File: src/rtl/pulsegen_seq_if.sv
// Control/status bundle between a sequencer master and pulsegen_seq.
// The run-length input is named repeat_n because "repeat" is a reserved word.
interface pulsegen_seq_if #(
    parameter int WIDTH = 16,
    parameter int NCH   = 4
);
    logic                 start;
    logic                 stop;
    logic [WIDTH-1:0]     period;
    logic [WIDTH-1:0]     repeat_n;
    logic                 ext_trig_en;
    logic                 ext_trig;
    logic [NCH-1:0]       ch_en;
    logic [NCH*WIDTH-1:0] cfg_delay;
    logic [NCH*WIDTH-1:0] cfg_pulse;
    logic [NCH-1:0]       ch_trig;
    logic [NCH*WIDTH-1:0] ch_tdelay;
    logic [NCH*WIDTH-1:0] ch_tpulse;
    logic                 busy;
    logic                 done;
    logic [WIDTH-1:0]     fire_cnt;

    modport master (
        output start, stop, period, repeat_n, ext_trig_en, ext_trig,
               ch_en, cfg_delay, cfg_pulse,
        input  ch_trig, ch_tdelay, ch_tpulse, busy, done, fire_cnt
    );

    modport slave (
        input  start, stop, period, repeat_n, ext_trig_en, ext_trig,
               ch_en, cfg_delay, cfg_pulse,
        output ch_trig, ch_tdelay, ch_tpulse, busy, done, fire_cnt
    );
endinterface

File: src/rtl/pulsegen_seq.sv
// Fire sequencer: issues NCH-wide one-cycle triggers at a fixed period or on
// external trigger edges, with run parameters shadowed at start.
module pulsegen_seq #(
    parameter int WIDTH = 16,
    parameter int NCH   = 4
) (
    input logic           clk,
    input logic           rst,
    pulsegen_seq_if.slave bus
);
    typedef enum logic [1:0] {IDLE, WAIT_TRIG, FIRE, HOLD} state_e;

    state_e               state_q, state_d;
    logic [WIDTH-1:0]     period_q, period_d;
    logic [WIDTH-1:0]     repeat_q, repeat_d;
    logic [WIDTH-1:0]     hold_q, hold_d;
    logic [WIDTH-1:0]     fire_cnt_q, fire_cnt_d;
    logic                 ext_en_q, ext_en_d;
    logic [NCH-1:0]       ch_en_q, ch_en_d;
    logic [NCH*WIDTH-1:0] delay_q, delay_d;
    logic [NCH*WIDTH-1:0] pulse_q, pulse_d;
    logic [NCH-1:0]       ch_trig_q, ch_trig_d;
    logic                 busy_q, busy_d;
    logic                 done_q, done_d;
    logic                 trig_q;
    logic [WIDTH-1:0]     p_eff;
    logic                 rise;

    // Periods below 2 would leave no room for HOLD, so they run as 2.
    assign p_eff = (period_q < WIDTH'(2)) ? WIDTH'(2) : period_q;
    assign rise  = bus.ext_trig & ~trig_q;

    always_comb begin
        // NOTE: every signal gets a default first so no path leaves a latch.
        state_d    = state_q;
        period_d   = period_q;
        repeat_d   = repeat_q;
        hold_d     = hold_q;
        fire_cnt_d = fire_cnt_q;
        ext_en_d   = ext_en_q;
        ch_en_d    = ch_en_q;
        delay_d    = delay_q;
        pulse_d    = pulse_q;
        ch_trig_d  = '0;
        done_d     = 1'b0;

        unique case (state_q)
            IDLE: begin
                if (bus.start && !bus.stop) begin
                    period_d   = bus.period;
                    repeat_d   = bus.repeat_n;
                    ext_en_d   = bus.ext_trig_en;
                    ch_en_d    = bus.ch_en;
                    delay_d    = bus.cfg_delay;
                    pulse_d    = bus.cfg_pulse;
                    fire_cnt_d = '0;
                    state_d    = bus.ext_trig_en ? WAIT_TRIG : FIRE;
                end
            end
            WAIT_TRIG: begin
                if (rise) state_d = FIRE;
            end
            FIRE: begin
                state_d = HOLD;
                hold_d  = p_eff - WIDTH'(2);
            end
            HOLD: begin
                if (hold_q == '0) begin
                    if (repeat_q != '0 && fire_cnt_q == repeat_q) begin
                        state_d = IDLE;
                        done_d  = 1'b1;
                    end else begin
                        state_d = ext_en_q ? WAIT_TRIG : FIRE;
                    end
                end else begin
                    hold_d = hold_q - WIDTH'(1);
                end
            end
            default: state_d = IDLE;
        endcase

        if (bus.stop) begin
            state_d = IDLE;
            done_d  = 1'b0;
        end

        // Outputs are registered, so they are derived from the next state.
        if (state_d == FIRE) begin
            fire_cnt_d = fire_cnt_d + WIDTH'(1);
            ch_trig_d  = ch_en_d;
        end
        busy_d = (state_d != IDLE);
    end

    always_ff @(posedge clk) begin
        // NOTE: sequential state uses non-blocking assignments only.
        if (rst) begin
            state_q    <= IDLE;
            period_q   <= '0;
            repeat_q   <= '0;
            hold_q     <= '0;
            fire_cnt_q <= '0;
            ext_en_q   <= 1'b0;
            ch_en_q    <= '0;
            delay_q    <= '0;
            pulse_q    <= '0;
            ch_trig_q  <= '0;
            busy_q     <= 1'b0;
            done_q     <= 1'b0;
            trig_q     <= 1'b0;
        end else begin
            state_q    <= state_d;
            period_q   <= period_d;
            repeat_q   <= repeat_d;
            hold_q     <= hold_d;
            fire_cnt_q <= fire_cnt_d;
            ext_en_q   <= ext_en_d;
            ch_en_q    <= ch_en_d;
            delay_q    <= delay_d;
            pulse_q    <= pulse_d;
            ch_trig_q  <= ch_trig_d;
            busy_q     <= busy_d;
            done_q     <= done_d;
            trig_q     <= bus.ext_trig;
        end
    end

    assign bus.ch_trig   = ch_trig_q;
    assign bus.ch_tdelay = delay_q;
    assign bus.ch_tpulse = pulse_q;
    assign bus.busy      = busy_q;
    assign bus.done      = done_q;
    assign bus.fire_cnt  = fire_cnt_q;
endmodule

File: src/flat_wrapper.sv
// flat-port wrapper written by rule: the top's interface ports become plain ports
module pulsegen_seq_flat 
#(
    parameter int WIDTH = 16,
    parameter int NCH   = 4
)
  (clk, rst, bus_start, bus_stop, bus_period, bus_repeat_n, bus_ext_trig_en, bus_ext_trig, bus_ch_en, bus_cfg_delay, bus_cfg_pulse, bus_ch_trig, bus_ch_tdelay, bus_ch_tpulse, bus_busy, bus_done, bus_fire_cnt);
  pulsegen_seq_if #(.WIDTH(WIDTH), .NCH(NCH)) bus_i ();
  input logic clk;
  input logic rst;
  input wire logic [$bits(bus_i.start)-1:0] bus_start;
  input wire logic [$bits(bus_i.stop)-1:0] bus_stop;
  input wire logic [$bits(bus_i.period)-1:0] bus_period;
  input wire logic [$bits(bus_i.repeat_n)-1:0] bus_repeat_n;
  input wire logic [$bits(bus_i.ext_trig_en)-1:0] bus_ext_trig_en;
  input wire logic [$bits(bus_i.ext_trig)-1:0] bus_ext_trig;
  input wire logic [$bits(bus_i.ch_en)-1:0] bus_ch_en;
  input wire logic [$bits(bus_i.cfg_delay)-1:0] bus_cfg_delay;
  input wire logic [$bits(bus_i.cfg_pulse)-1:0] bus_cfg_pulse;
  output wire logic [$bits(bus_i.ch_trig)-1:0] bus_ch_trig;
  output wire logic [$bits(bus_i.ch_tdelay)-1:0] bus_ch_tdelay;
  output wire logic [$bits(bus_i.ch_tpulse)-1:0] bus_ch_tpulse;
  output wire logic [$bits(bus_i.busy)-1:0] bus_busy;
  output wire logic [$bits(bus_i.done)-1:0] bus_done;
  output wire logic [$bits(bus_i.fire_cnt)-1:0] bus_fire_cnt;
  assign bus_i.start = bus_start;
  assign bus_i.stop = bus_stop;
  assign bus_i.period = bus_period;
  assign bus_i.repeat_n = bus_repeat_n;
  assign bus_i.ext_trig_en = bus_ext_trig_en;
  assign bus_i.ext_trig = bus_ext_trig;
  assign bus_i.ch_en = bus_ch_en;
  assign bus_i.cfg_delay = bus_cfg_delay;
  assign bus_i.cfg_pulse = bus_cfg_pulse;
  assign bus_ch_trig = bus_i.ch_trig;
  assign bus_ch_tdelay = bus_i.ch_tdelay;
  assign bus_ch_tpulse = bus_i.ch_tpulse;
  assign bus_busy = bus_i.busy;
  assign bus_done = bus_i.done;
  assign bus_fire_cnt = bus_i.fire_cnt;
  pulsegen_seq #(.WIDTH(WIDTH), .NCH(NCH)) u_core (.clk(clk), .rst(rst), .bus(bus_i));
endmodule
File: config.mk
export PLATFORM = sky130hd
export DESIGN_NAME = pulsegen_seq_flat
export DESIGN_NICKNAME = d
export VERILOG_FILES = /design/src/rtl/pulsegen_seq_if.sv /design/src/rtl/pulsegen_seq.sv /design/src/flat_wrapper.sv
export SDC_FILE = /design/constraint.sdc
export NUM_CORES = 1
export LEC_CHECK = 0
export ABC_CLOCK_PERIOD_IN_PS = 5750
export CAP_MARGIN = 20
export CORE_MARGIN = 3
export CORE_UTILIZATION = 49
export CTS_BUF_LIST = sky130_fd_sc_hd__clkbuf_8
export CTS_CLUSTER_SIZE = 14
export DETAILED_ROUTE_END_ITERATION = 7
export PLACE_DENSITY = 0.88
export SLEW_MARGIN = 25
export SYNTH_ARGS = -nofsm -noshare
export SYNTH_HDL_FRONTEND = slang
export SYNTH_SLANG_ARGS = --single-unit
File: constraint.sdc
create_clock -name clk -period 5.75 [get_ports clk]
set_clock_uncertainty 0.05 [all_clocks]
set_input_delay 0.575 -clock clk [delete_from_list [all_inputs] [get_ports clk]]
set_output_delay 0.575 -clock clk [all_outputs]
set_load 0.01 [all_outputs]
* Word-level counts from Yosys, hierarchy flattened *
Cells that the tools add are included.

cells by class
  $add $sub $neg = 3
  magnitude comparators = 1
  eq/ne operators = 6
  multiplexer cells = 17
  bitwise gates (word level) = 5
  reduce and logical (&&, ||, !) cells = 12

operators by type and width
  kind                                                                           number
  16-bit two-way mux                                                             5
  16-bit case mux with 2 select lines                                            1
  16-bit by 1-bit adder with 16-bit output, second input constant                1
  16-bit equality test                                                           1
  16-bit logical NOT                                                             1
  16-bit by 2-bit less-than comparator with 1-bit output, second input constant  1
  16-bit nonzero test                                                            1
  16-bit by 1-bit subtractor with 16-bit output, second input constant           1
  16-bit by 2-bit subtractor with 16-bit output, second input constant           1
  2-bit two-way mux                                                              7
  4-bit two-way mux                                                              2
  2-bit case mux with 4 select lines                                             1
  2-bit equality test, second input constant                                     3
  1-bit inverter                                                                 4
  2-bit AND reduction                                                            2
  2-bit nonzero test                                                             2
  4-bit OR reduction                                                             1
  2-bit by 1-bit equality test with 1-bit output, second input constant          1
  1-bit logical AND                                                              2
  2-bit logical NOT                                                              1
  2-bit != test, second input constant                                           1
  2-bit OR reduction                                                             1
  1-bit AND                                                                      1
  1-bit logical NOT                                                              1
  1-bit two-way mux                                                              1

word-level totals
  flip-flop bits (word level) = 206
  input port bits = 170
  output and inout bits = 150
  logic and storage cells = 57

* Longest topological paths before layout *
Gate-level depths: netlist of the first run.

  depth in word-level cells = 9
  mapped depth = 13
  mapped depth without buffers = 12

* Worst setup path after synthesis of the first run *
Ideal clock, no wire load.

  path kind = reg-to-reg
  from = reg u_core.period_q[11]
  to = reg u_core.hold_q[15]
  setup time = 0.128 ns
  arrival = 2.742 ns
  required time = 5.572 ns
  path slack = 2.830 ns
  stages on the path, launching flop included = 14
  buffers on the path = 1
  cell sequence = dfxtp_1 or3_1 or4_1 nor3_1 nor2_1 ha_1 or3b_2 clkbuf_1 nor3_1 nand2_1 xor2_1 nand2_1 a32oi_1 nor2_1

between the ends
  word-level cells in the longest chain between the ends = 4

RTL lines
  item                                                    line                 RTL
  from (decl)                                             pulsegen_seq.sv:14   logic [WIDTH-1:0] period_q, period_d;
  from (signal assigned)                                  pulsegen_seq.sv:113  period_q <= period_d;
  16-bit by 2-bit less-than comparator with 1-bit output  pulsegen_seq.sv:30   assign p_eff = (period_q < WIDTH'(2)) ? WIDTH'(2) : period_q;
  16-bit two-way mux (*)                                  pulsegen_seq.sv:30
  16-bit by 2-bit subtractor with 16-bit output (*)       pulsegen_seq.sv:65   hold_d = p_eff - WIDTH'(2);
  16-bit case mux with 2 select lines (*)                 pulsegen_seq.sv:47   unique case (state_q)
  to (signal assigned)                                    pulsegen_seq.sv:115  hold_q <= hold_d;
  to (decl)                                               pulsegen_seq.sv:16   logic [WIDTH-1:0] hold_q, hold_d;

Every way passes the cells marked *; elsewhere a longest branch is shown, timed or not.
A chain may end at the register's enable or synchronous reset.

* Worst setup path after layout of the first run *
Same ends and word-level chain as after synthesis.

==> summary.md, run 1 <==
| Metric | Value |
|---|---|
| Number of hold violations in the final report | `0` |
| All-layer global routing usage | `0.278` |
| Cts repair resizes | `0` |
| Site row count | `46` |
| Largest family of logic cells by synthesized area | `simple AND/OR/NAND/NOR gates` |
| Yosys warning count | `0` |
| RR Endpoint | `u_core.hold_q[15]` |
| Adder-cell share of the synthesized area | `0.00605` |
| End of the worst hold path | `u_core.bus.ch_tdelay[23]` |
| Number of primary I/O pins | `320` |
| Number of buffer cells added on primary ports | `319` |
| Average cell area after synthesis | `7.77 sq um` |
| Multiplexer fraction of the synthesized cell area | `0.00136` |
| DRT Pass-1 Iters | `5` |
| Register-to-Register Path Depth | `12` |
| Syn_nets | `1239` |
| Period utilization | `0.545` |
| Max FO, Critical Path | `5` |
| Most common library cells after synthesis | `sky130_fd_sc_hd__nand2_1 (358), sky130_fd_sc_hd__dfxtp_1 (206), sky130_fd_sc_hd__a21oi_1 (192), sky130_fd_sc_hd__clkbuf_1 (70), sky130_fd_sc_hd__nor2_1 (31)` |
| Number of DRC markers after the initial detailed-route iteration | `651` |
| Main flop type after synthesis | `sky130_fd_sc_hd__dfxtp_1` |
| Number of buffers on the longest clock path | `3` |
| Die Outline Area | `18500 sq um` |
| Number of remaining DRC errors | `0` |
| Mapped Area | `8280 sq um` |
| CTS hold repair buffers | `0` |
| Total power after layout | `3.46 mW` |
| Skew-Pair Late Insertion Delay | `510 ps` |
| Pin count of the biggest net entering global routing | `113` |
| Count of nets left with antenna violations after detail routing | `0` |
| Worst hold path stage count | `2` |
| Cell count after synthesis | `1065` |
| Worst reg-to-reg setup slack | `2620 ps` |
| Placeable core region | `16200 sq um` |
| Number of buffers created by CTS | `36` |
| Via density per instance | `5.40` |
| H-tree levels | `2` |
| Worst setup path category | `flip-flop to flip-flop` |
| Unrepaired setup endpoints after global routing | `false` |
| Sequential share of the synthesized area | `0.498` |
| Setup TNS | `0 ps` |
| R2r startpoint | `u_core.period_q[11]` |
| Layout Nets | `1531` |
| Width of the chip | `136 um` |
| Worst Path Arrival | `3450 ps` |
| CP Data Required Time | `6070 ps` |
| CTS tree | `done` |
| Status | `complete, no violations` |
| Half-perimeter wire length after detailed placement | `18800 um` |
| Most frequent cell after synthesis | `sky130_fd_sc_hd__nand2_1` |
| Setup-failing EPs final | `0` |
| Height of the chip | `136 um` |
| Clock Sinks | `206` |
| Via total after detailed routing | `8572` |
| Count of flip-flops with a built-in enable after synthesis | `0` |
| Share of async-settable or async-resettable flops after synthesis | `0` |
| Wire length of the first global-routing pass | `41500 um` |
| Compound-Gate Fraction of Synth Area | `0.167` |
| Slew Limit Fails | `0` |
| Start point of the worst hold path | `u_core.bus.ch_tdelay[23]` |
| Type of origin of the critical path | `flip-flop` |
| Final weighted congestion in routability-driven placement | `0.871` |
| Simple-gate area share of the yosys netlist | `0.262` |
| Proportion of netlist area held by the largest area contributor | `0.498` |
| Worst rel slew slack | `0.355` |
| Leakage | `4.52 nW` |
| Highest clock rate | `319 MHz` |
| VDD IR max | `0.192 mV` |
| Final wirelength | `26800 um` |
| Power density over the cells | `284 nW/um^2` |
| Global-route congestion overflow total | `0` |
| Share of post-route cells with drive strength above 1 | `0.0517` |
| Setup crit end kind | `flip-flop` |
| Average routed wire per standard cell | `16.9 um` |
| Number of global-route vias before repair | `8294` |
| Diodes inserted | `0` |
| Area Growth Syn to Fin | `47.3%` |
| Register clock-pin slew on the reported worst setup and hold paths | `60 ps` |
| Transition time at the pin with the least slew margin | `968 ps` |
| Starting density of the core | `0.510` |
| Synth unique cells | `50` |
| Cell type with the highest aggregate area in the netlist | `sky130_fd_sc_hd__dfxtp_1` |
| Reported max-cap violation count | `0` |
| Clock period minus worst slack | `3130 ps` |
| Number of buffers added for setup after CTS | `0` |
| Synth Register Bits | `206` |
| Min-Delay Path Class | `flip-flop to flip-flop` |
| Synth Area in XOR/XNOR | `0.0307` |
| Antenna violations before repair | `0` |
| Root cell of the clock tree | `sky130_fd_sc_hd__clkbuf_8` |
| Ranking of synthesized cells by area | `sky130_fd_sc_hd__dfxtp_1 (50%), sky130_fd_sc_hd__nand2_1 (16%), sky130_fd_sc_hd__a21oi_1 (12%)` |
per-layer routing:
metal	GRT usage	vias up	part of all wire	wire length, um
met1	0.305	3968	0.36	9720
met5	0	-	0	0
met3	0.102	80	0.087	2340
met4	0.111	0	0.039	1060
met2	0.488	349	0.51	13700
li1	-	4175	-	-
critical path: stages, from the launching register on:
cell and delay [ps]:
sky130_fd_sc_hd__dfxtp_1 350, sky130_fd_sc_hd__or3_1 430, sky130_fd_sc_hd__or4_1 520, sky130_fd_sc_hd__nor3_1 370
sky130_fd_sc_hd__nor2_1 120, sky130_fd_sc_hd__ha_1 230, sky130_fd_sc_hd__or3b_2 260, sky130_fd_sc_hd__nor3_1 90
sky130_fd_sc_hd__nand2_1 90, sky130_fd_sc_hd__xor2_1 140, sky130_fd_sc_hd__nand2_1 70, sky130_fd_sc_hd__a32oi_1 230
sky130_fd_sc_hd__nor2_1 50
flip-flops by register name (all words and copies together) (netlist names):
name,cells
u_core.bus.busy,1
u_core.bus.ch_tdelay,64
u_core.bus.ch_tpulse,64
u_core.bus.ch_trig,4
u_core.bus.done,1
u_core.bus.fire_cnt,16
u_core.ch_en_q,4
u_core.ext_en_q,1
u_core.hold_q,16
u_core.period_q,16
u_core.repeat_q,16
u_core.state_q,2
u_core.trig_q,1
final cells by class:
type,count,area (sq um)
Clock buffer,45,619
Clock inverter,8,31.3
Fill cell,1178,4040
Inverter,6,22.5
Multi-Input combinational cell,781,3880
Sequential cell,206,4120
Tap cell,216,270
Timing Repair Buffer,326,3250
stage by stage:
step           instances   util  worst slack (ps)  hold WS [ps]  area [sq um]
4_1_cts             1588  0.751              2640           403         12200
5_1_grt             1588  0.751              2400           417         12200
6_report            1588  0.751              2620           402         12200
3_5_place_dp        1535  0.711              2660           396         11500
3_3_place_gp        1535  0.711              2720           391         11500
2_1_floorplan       1065      -              2830           382          8280
power by group:
group / total (mW) / internal (mW) / switching (mW)
clock: 1.25 / 0.691 / 0.560
sequential: 1.56 / 1.50 / 0.0548
combinational: 0.653 / 0.323 / 0.330
worst max-delay path by stage:
stage / startpoint / to / slack (ps) / cells after the start
global placement: bus_stop / u_core.bus.fire_cnt[15] / 2720 / 9
global route: u_core.period_q[11] / u_core.hold_q[15] / 2400 / 12
floorplan: u_core.period_q[11] / u_core.hold_q[15] / 2830 / 13
detailed placement: u_core.period_q[11] / u_core.hold_q[15] / 2660 / 12
finish: u_core.period_q[11] / u_core.hold_q[15] / 2620 / 12
CTS: u_core.period_q[11] / u_core.hold_q[15] / 2640 / 12
cell families (layout without fill, tap and decap cells):
group | after synthesis | in the layout
DFF | 206 | 206
adders and majority gates | 4 | 4
AOI/OAI and AO/OA | 253 | 253
and+or+nand+nor | 494 | 494
buffers and inverters | 78 | 385
xor gates and xnor gates | 29 | 29
muxes | 1 | 1
placed cells by master (no fill, tap or decap), types with 2 or more instances in the layout:
cell,netlist,routed
sky130_fd_sc_hd__nand2_1,358,358
sky130_fd_sc_hd__clkdlybuf4s50_1,0,318
sky130_fd_sc_hd__dfxtp_1,206,206
sky130_fd_sc_hd__a21oi_1,192,192
sky130_fd_sc_hd__clkbuf_8,0,45
sky130_fd_sc_hd__nor2_1,31,31
sky130_fd_sc_hd__o21ai_0,23,23
sky130_fd_sc_hd__xor2_1,23,23
sky130_fd_sc_hd__nor3_1,18,18
sky130_fd_sc_hd__nor4_1,15,15
sky130_fd_sc_hd__inv_1,6,13
sky130_fd_sc_hd__or3_1,11,11
sky130_fd_sc_hd__or4_1,10,10
sky130_fd_sc_hd__and2_1,9,9
sky130_fd_sc_hd__nand3_1,10,9
sky130_fd_sc_hd__o31ai_1,8,8
sky130_fd_sc_hd__buf_4,0,7
sky130_fd_sc_hd__xnor2_1,6,6
sky130_fd_sc_hd__and3_1,5,5
sky130_fd_sc_hd__a211oi_1,5,5
sky130_fd_sc_hd__or3b_2,4,4
sky130_fd_sc_hd__a31oi_1,4,4
sky130_fd_sc_hd__nand4_1,4,4
sky130_fd_sc_hd__ha_1,4,4
sky130_fd_sc_hd__or4_4,3,3
sky130_fd_sc_hd__nor2b_1,3,3
sky130_fd_sc_hd__a41o_1,3,3
sky130_fd_sc_hd__nor4_4,2,2
sky130_fd_sc_hd__nand2b_1,2,2
sky130_fd_sc_hd__o41ai_1,2,2
sky130_fd_sc_hd__a221oi_1,2,2
sky130_fd_sc_hd__o22ai_1,2,2
sky130_fd_sc_hd__or2_2,2,2
sky130_fd_sc_hd__a22oi_1,2,2
sky130_fd_sc_hd__a32oi_1,2,2
No activity file was read; power rests on OpenSTA's default activity.
==> run 2: changes to the inputs <==
--- a/config.mk
+++ b/config.mk
@@ -5,14 +5,14 @@
 export SDC_FILE = /design/constraint.sdc
 export NUM_CORES = 1
 export LEC_CHECK = 0
-export ABC_CLOCK_PERIOD_IN_PS = 5750
+export ABC_CLOCK_PERIOD_IN_PS = 3050
 export CAP_MARGIN = 20
 export CORE_MARGIN = 3
-export CORE_UTILIZATION = 49
+export CORE_UTILIZATION = 45
 export CTS_BUF_LIST = sky130_fd_sc_hd__clkbuf_8
 export CTS_CLUSTER_SIZE = 14
 export DETAILED_ROUTE_END_ITERATION = 7
-export PLACE_DENSITY = 0.88
+export PLACE_DENSITY = 0.82
 export SLEW_MARGIN = 25
 export SYNTH_ARGS = -nofsm -noshare
 export SYNTH_HDL_FRONTEND = slang
==> constraint.sdc (replaced) <==
create_clock -name clk -period 3.05 [get_ports clk]
set_clock_uncertainty 0.05 [all_clocks]
set_input_delay 0.305 -clock clk [delete_from_list [all_inputs] [get_ports clk]]
set_output_delay 0.305 -clock clk [all_outputs]
set_load 0.01 [all_outputs]
==> run 2 against run 1 <==
  * Sequential share of layout area fell by 0.55 points
  * Die area rose by 8.5%
  * Core utilization fell by 4.9 points
  * Via count fell by 1.8%
  * Global-route usage fell by 2.3 points
  * Worst hold slack got worse by 190 ps
  * Sequential cell count did not move
  * Critical endpoint unchanged
==> summary.md, run 2 (same netlist as run 1, synthesis figures left out) <==
| Metric | Value |
|---|---|
| Share of post-route cells with drive strength above 1 | `0.0620 (+0.0102)` |
| Delay of the slowest critical-path stage | `520 ps (about the same)` |
| Transition time at the pin with the least slew margin | `917 ps (-50.8 ps)` |
| Site row count | `48 (+4.3%)` |
| Sequential share of power | `0.436 (-0.014)` |
| Width of the chip | `142 um (+4.2%)` |
| Post-route setup slack | `240 ps (-2380 ps)` |
| Die Outline Area | `20100 sq um (+8.5%)` |
| Layout Nets | `1537 (+0.39%)` |
| Setup TNS | `0 ps (unchanged)` |
| Via density per instance | `5.21 (-3.5%)` |
| Via total after detailed routing | `8415 (-1.8%)` |
| Number of remaining DRC errors | `0 (unchanged)` |
| Min-Delay Path Class | `input port to flip-flop` |
| Setup crit end kind | `flip-flop` |
| Number of primary I/O pins | `320 (unchanged)` |
| Root cell of the clock tree | `sky130_fd_sc_hd__clkbuf_8` |
| All-layer global routing usage | `0.255 (-0.0235)` |
| H-tree levels | `2 (unchanged)` |
| Cell Chain, Critical Path | `or3_1 -> or4_1 -> nor3_2 -> nor2_1 -> ha_1 -> or3b_2 -> nor3_1 -> nand2_1 -> xor2_1 -> nand2_1 -> a32oi_1 -> nor2_1` |
| DRT Pass-1 Iters | `5 (unchanged)` |
| Worst rel slew slack | `0.388 (+0.0339)` |
| Skew-Pair Late Insertion Delay | `510 ps (about the same)` |
| Highest clock rate | `356 MHz (+12%)` |
| Count of nets left with antenna violations after detail routing | `0 (unchanged)` |
| Unrepaired setup endpoints after global routing | `false` |
| Number of DRC markers after the initial detailed-route iteration | `670 (+2.9%)` |
| Total power after layout | `6.73 mW (+94%)` |
| Highest-count cells in the layout ignoring fill and taps | `sky130_fd_sc_hd__nand2_1 (358), sky130_fd_sc_hd__clkdlybuf4s50_1 (318), sky130_fd_sc_hd__dfxtp_1 (206)` |
| Most common cell after layout, fill and taps aside | `sky130_fd_sc_hd__nand2_1` |
| Slew Limit Fails | `0 (unchanged)` |
| Max FO, Critical Path | `5 (unchanged)` |
| CTS tree | `done` |
| Share of total power in combinational logic | `0.190 (about the same)` |
| Pin count of the biggest net entering global routing | `175 (+55%)` |
| Number of buffer cells added on primary ports | `319 (unchanged)` |
| Placeable core region | `17700 sq um (+8.8%)` |
| CTS hold repair buffers | `0 (unchanged)` |
| Half-perimeter wire length after detailed placement | `18400 um (-2.3%)` |
| CP Data Required Time | `3360 ps (-2710 ps)` |
| Power density over the cells | `543 nW/um^2 (+91%)` |
| Global-route congestion overflow total | `0 (unchanged)` |
| Average routed wire per standard cell | `16.4 um (-2.6%)` |
| Area Growth Syn to Fin | `49.8%` |
| Type of origin of the critical path | `flip-flop` |
| Combined buffer and inverter count along the critical path | `0 (unchanged)` |
| Power Internal | `4.90 mW (+95%)` |
| Worst setup path category | `flip-flop to flip-flop` |
| Clock Sinks | `206 (unchanged)` |
| Number of buffers created by CTS | `36 (unchanged)` |
| Worst-case setup slack after placement | `61.4 ps (-2600 ps)` |
| Status | `complete, no violations` |
| Clock period minus worst slack | `2810 ps (-324 ps)` |
| Starting density of the core | `0.469 (-0.0412)` |
| Switching power share of the total | `0.272 (-0.000672)` |
| Setup-failing EPs final | `0 (unchanged)` |
| Number of buffers on the longest clock path | `3 (unchanged)` |
| Final weighted congestion in routability-driven placement | `0.854 (-1.9%)` |
| Number of hold violations in the final report | `0 (unchanged)` |
| Master of the slowest instance on the critical path | `sky130_fd_sc_hd__or4_1` |
| Wire length of the first global-routing pass | `41700 um (+0.60%)` |
| Leakage | `4.63 nW (+2.4%)` |
| Worst Path Arrival | `3120 ps (-330 ps)` |
| Net switching power of the design | `1.83 mW (+94%)` |
| Clock network power share | `0.374 (+0.013)` |
| Final wirelength | `26500 um (-0.96%)` |
| Antenna violations before repair | `3 (+3)` |
| Period utilization | `0.921 (+0.376)` |
| Reported max-cap violation count | `0 (unchanged)` |
| Crit path max-delay family | `simple AND/OR/NAND/NOR gates` |
| Number of fill cells in the layout | `1385 (+18%)` |
| Height of the chip | `142 um (+4.2%)` |
| VDD IR max | `0.509 mV (+160%)` |
| Number of global-route vias before repair | `8034 (-3.1%)` |
| Register clock-pin slew on the reported worst setup and hold paths | `60 ps (about the same)` |
## run 2: cell types whose count changed in the layout (fill, tap and decap cells not counted), sizes merged
| cell | change |
|---|---|
| clkinv | +1 |
| buf | +6 |
| diode | +2 |
| clkbuf | +4 |
| inv | +5 |
## run 2: final cells by class
type	count	area, sq um	share of cell area
Antenna cell	2	5.00	0.000404
Timing Repair Buffer	332	3330	0.269
Sequential cell	206	4120	0.333
Tap cell	225	282	0.0227
Multi-Input combinational cell	781	3910	0.315
Clock inverter	14	55.1	0.00444
Inverter	6	22.5	0.00182
Clock buffer	49	674	0.0544
## run 2: metrics by stage
stage	hold WS [ps]	util	instances	instance area, sq um
after detailed placement	395	0.658	1548	11600
after global placement	390	0.658	1548	11600
after CTS	188	0.699	1611	12300
final	213	0.702	1615	12400
after floorplan	382	-	1065	8280
after global routing	215	0.702	1615	12400
## run 2: power groups by stage
| stage | clock network, mW | logic (mW) | registers, mW |
|---|---|---|---|
| after floorplan | 0 | 0.617 | 3.02 |
| after global placement | 0 | 1.22 | 2.98 |
| after detailed placement | 0 | 1.24 | 2.99 |
| after CTS | 2.57 | 1.24 | 2.93 |
| after global routing | 2.70 | 1.40 | 2.95 |
| final | 2.52 | 1.28 | 2.93 |
## run 2: worst paths after layout
check	from	slack (ps)	end	cells past startpoint
setup reg to reg	u_core.period_q[11]	240	u_core.hold_q[15]	12
hold / removal	rst	210	u_core.bus.fire_cnt[0]	2
setup / recovery	u_core.period_q[11]	240	u_core.hold_q[15]	12
hold reg to reg	u_core.bus.ch_tdelay[38]	400	u_core.bus.ch_tdelay[38]	2
## run 2: repair_timing
action                                  in CTS  in global routing
endpoints found under the setup margin       0                 16
resized for setup                            0                  6
buffers inserted                             0                  2
## run 2: worst reg2reg max path: stages (launching register included)
cell and delay, ps:
sky130_fd_sc_hd__dfxtp_1 340, sky130_fd_sc_hd__or3_1 410, sky130_fd_sc_hd__or4_1 520, sky130_fd_sc_hd__nor3_2 160
sky130_fd_sc_hd__nor2_1 80, sky130_fd_sc_hd__ha_1 210, sky130_fd_sc_hd__or3b_2 260, sky130_fd_sc_hd__nor3_1 100
sky130_fd_sc_hd__nand2_1 90, sky130_fd_sc_hd__xor2_1 140, sky130_fd_sc_hd__nand2_1 60, sky130_fd_sc_hd__a32oi_1 200
sky130_fd_sc_hd__nor2_1 50
## run 2: layer usage
metal	up-vias	global-route usage	part of all wire
li1	4194	-	-
met1	3823	0.300	0.37
met2	319	0.420	0.49
met3	77	0.0900	0.094
met4	2	0.111	0.037
met5	-	0	0.00030
==> run 3: changes to the inputs <==
--- a/config.mk
+++ b/config.mk
@@ -12,6 +12,7 @@
 export CTS_BUF_LIST = sky130_fd_sc_hd__clkbuf_8
 export CTS_CLUSTER_SIZE = 14
 export DETAILED_ROUTE_END_ITERATION = 7
+export GPL_TIMING_DRIVEN = 0
 export PLACE_DENSITY = 0.82
 export SLEW_MARGIN = 25
 export SYNTH_ARGS = -nofsm -noshare
==> run 3 against run 2 <==
  * Non-clock buffer count grew 61
  * Core utilization grew 0.18 points
  * Worst hold slack lost 62 ps
  * Critical path depth is the same
  * Sequential power is essentially flat
  * Final cell count grew 3.0%
  * Final area grew 0.26%
  * Wire length grew 8.9%
  * Setup slack lost 140 ps
  * Die area is the same
  * Power shrank 3.9%
  * Clock-buffer cell count shrank 11
==> summary.md, run 3 (same netlist as run 1, synthesis figures left out) <==
| Metric | Value |
|---|---|
| Average routed wire per standard cell | `17.4 um (+5.7%)` |
| Setup-failing EPs final | `0 (unchanged)` |
| Total power after layout | `6.47 mW (-3.9%)` |
| Via total after detailed routing | `8821 (+4.8%)` |
| Number of buffer cells added on primary ports | `318 (-0.31%)` |
| Period utilization | `0.968 (+0.0466)` |
| Highest-count cells in the layout ignoring fill and taps | `sky130_fd_sc_hd__nand2_1 (358), sky130_fd_sc_hd__clkdlybuf4s50_1 (318), sky130_fd_sc_hd__dfxtp_1 (203)` |
| All-layer global routing usage | `0.275 (+0.0202)` |
| Skew-Pair Late Insertion Delay | `510 ps (about the same)` |
| Share of post-route cells with drive strength above 1 | `0.0542 (-0.00776)` |
| Root cell of the clock tree | `sky130_fd_sc_hd__clkbuf_8` |
| Placeable core region | `17700 sq um (unchanged)` |
| Most common cell after layout, fill and taps aside | `sky130_fd_sc_hd__nand2_1` |
| Starting density of the core | `0.469 (unchanged)` |
| CTS hold repair buffers | `0 (unchanged)` |
| Pin count of the biggest net entering global routing | `11 (-94%)` |
| Setup crit end kind | `flip-flop` |
| Number of DRC markers after the initial detailed-route iteration | `577 (-14%)` |
| Number of hold violations in the final report | `0 (unchanged)` |
| CTS tree | `done` |
| Number of remaining DRC errors | `0 (unchanged)` |
| Layout Nets | `1597 (+3.9%)` |
| Min-Delay Path Class | `input port to flip-flop` |
| Max FO, Critical Path | `5 (unchanged)` |
| Slew Limit Fails | `0 (unchanged)` |
| Status | `complete, no violations` |
| Area Growth Syn to Fin | `50.2%` |
| Reported max-cap violation count | `0 (unchanged)` |
| H-tree levels | `2 (unchanged)` |
| Number of primary I/O pins | `320 (unchanged)` |
| Site row count | `48 (unchanged)` |
| Clock Sinks | `206 (unchanged)` |
| Worst rel slew slack | `0.469 (+0.0803)` |
| Wire length of the first global-routing pass | `44200 um (+6.0%)` |
| Transition time at the pin with the least slew margin | `797 ps (-120 ps)` |
| Final core utilization | `0.704 (+0.00184)` |
| Global-route congestion overflow total | `0 (unchanged)` |
| Highest clock rate | `339 MHz (-4.8%)` |
| Count of nets left with antenna violations after detail routing | `0 (unchanged)` |
| Via density per instance | `5.30 (+1.7%)` |
| Worst setup path category | `flip-flop to flip-flop` |
| CP Data Required Time | `3380 ps (+20 ps)` |
| Height of the chip | `142 um (unchanged)` |
| Number of buffers created by CTS | `35 (-2.8%)` |
| Clock period minus worst slack | `2950 ps (+142 ps)` |
| Antenna violations before repair | `0 (-3)` |
| Power density over the cells | `520 nW/um^2 (-4.2%)` |
| Type of origin of the critical path | `flip-flop` |
| Half-perimeter wire length after detailed placement | `21400 um (+16%)` |
| Number of buffers on the longest clock path | `3 (unchanged)` |
| Final wirelength | `28900 um (+8.9%)` |
| Width of the chip | `142 um (unchanged)` |
| VDD IR max | `0.356 mV (-30%)` |
| Worst Path Arrival | `3290 ps (+170 ps)` |
| Leakage | `4.59 nW (-0.80%)` |
| Diodes inserted | `0 (-2)` |
| Die Outline Area | `20100 sq um (unchanged)` |
| Final weighted congestion in routability-driven placement | `0.902 (+5.6%)` |
| Register clock-pin slew on the reported worst setup and hold paths | `60 ps (about the same)` |
| DRT Pass-1 Iters | `7 (+2)` |
| Number of global-route vias before repair | `8522 (+6.1%)` |
## run 3: cell count changes in the layout (fill, tap and decap cells not counted), sizes merged
cell	delta
inv	+2
diode	-2
buf	-9
clkbuf	+59
clkinvlp	+1
clkinv	-2
## run 3: repair_timing
item,4_1_cts,5_1_grt
endpoints found under the hold margin,0,0
gates resized for setup,4,25
setup endpoints to repair,16,117
pin swaps,0,7
setup buffers,0,4
## run 3: metrics by stage
step,std cells,worst slack (ps),TNS (ps),instance area (sq um),hold slack [ps]
2_1_floorplan,1065,130,0,8280,382
3_3_place_gp,1608,-294,-4150,11700,391
3_5_place_dp,1608,-364,-7100,11700,396
4_1_cts,1660,15.0,0,12300,127
5_1_grt,1664,-19.0,-19.0,12400,171
6_report,1664,98.0,0,12400,151
## run 3: routing by layer
metal | vias up | wire, um | GRT usage
li1 | 4313 | - | -
met4 | 0 | 998 | 0.109
met2 | 320 | 14700 | 0.489
met3 | 71 | 2320 | 0.0775
met5 | - | 0 | 0
met1 | 4117 | 10900 | 0.310
## run 3: worst paths after layout
check | start | endpoint | slack, ps | cells after the start
setup / recovery | u_core.period_q[8] | u_core.hold_q[15] | 100 | 12
hold / removal | rst | u_core.state_q[1] | 150 | 2
setup reg to reg | u_core.period_q[8] | u_core.hold_q[15] | 100 | 12
hold reg to reg | u_core.bus.ch_tdelay[8] | u_core.bus.ch_tdelay[8] | 400 | 2
## run 3: layout make-up
type,count,area (sq um)
Fill cell,1450,5230
Sequential cell,206,4130
Multi-Input combinational cell,781,3930
Timing Repair Buffer,322,3210
Clock buffer,38,523
Tap cell,225,282
Buffer,71,277
Clock inverter,15,60.1
Inverter,6,22.5
## run 3: worst max-delay path, cell delays in order, from the launching register on
cell,delay (ps)
sky130_fd_sc_hd__dfxtp_2,340
sky130_fd_sc_hd__or3_4,400
sky130_fd_sc_hd__or4_4,520
sky130_fd_sc_hd__nor3_4,270
sky130_fd_sc_hd__nor2_4,70
sky130_fd_sc_hd__ha_2,190
sky130_fd_sc_hd__or3b_4,260
sky130_fd_sc_hd__nor3_1,80
sky130_fd_sc_hd__nand2_1,90
sky130_fd_sc_hd__xor2_1,170
sky130_fd_sc_hd__nand2_1,110
sky130_fd_sc_hd__a32oi_2,230
sky130_fd_sc_hd__nor2_1,50
## run 3: where the power goes
part / switching, mW / total (mW) / internal [mW]
Clock: 1.07 / 2.19 / 1.13
Sequential: 0.0995 / 2.94 / 2.84
Combinational: 0.677 / 1.34 / 0.662
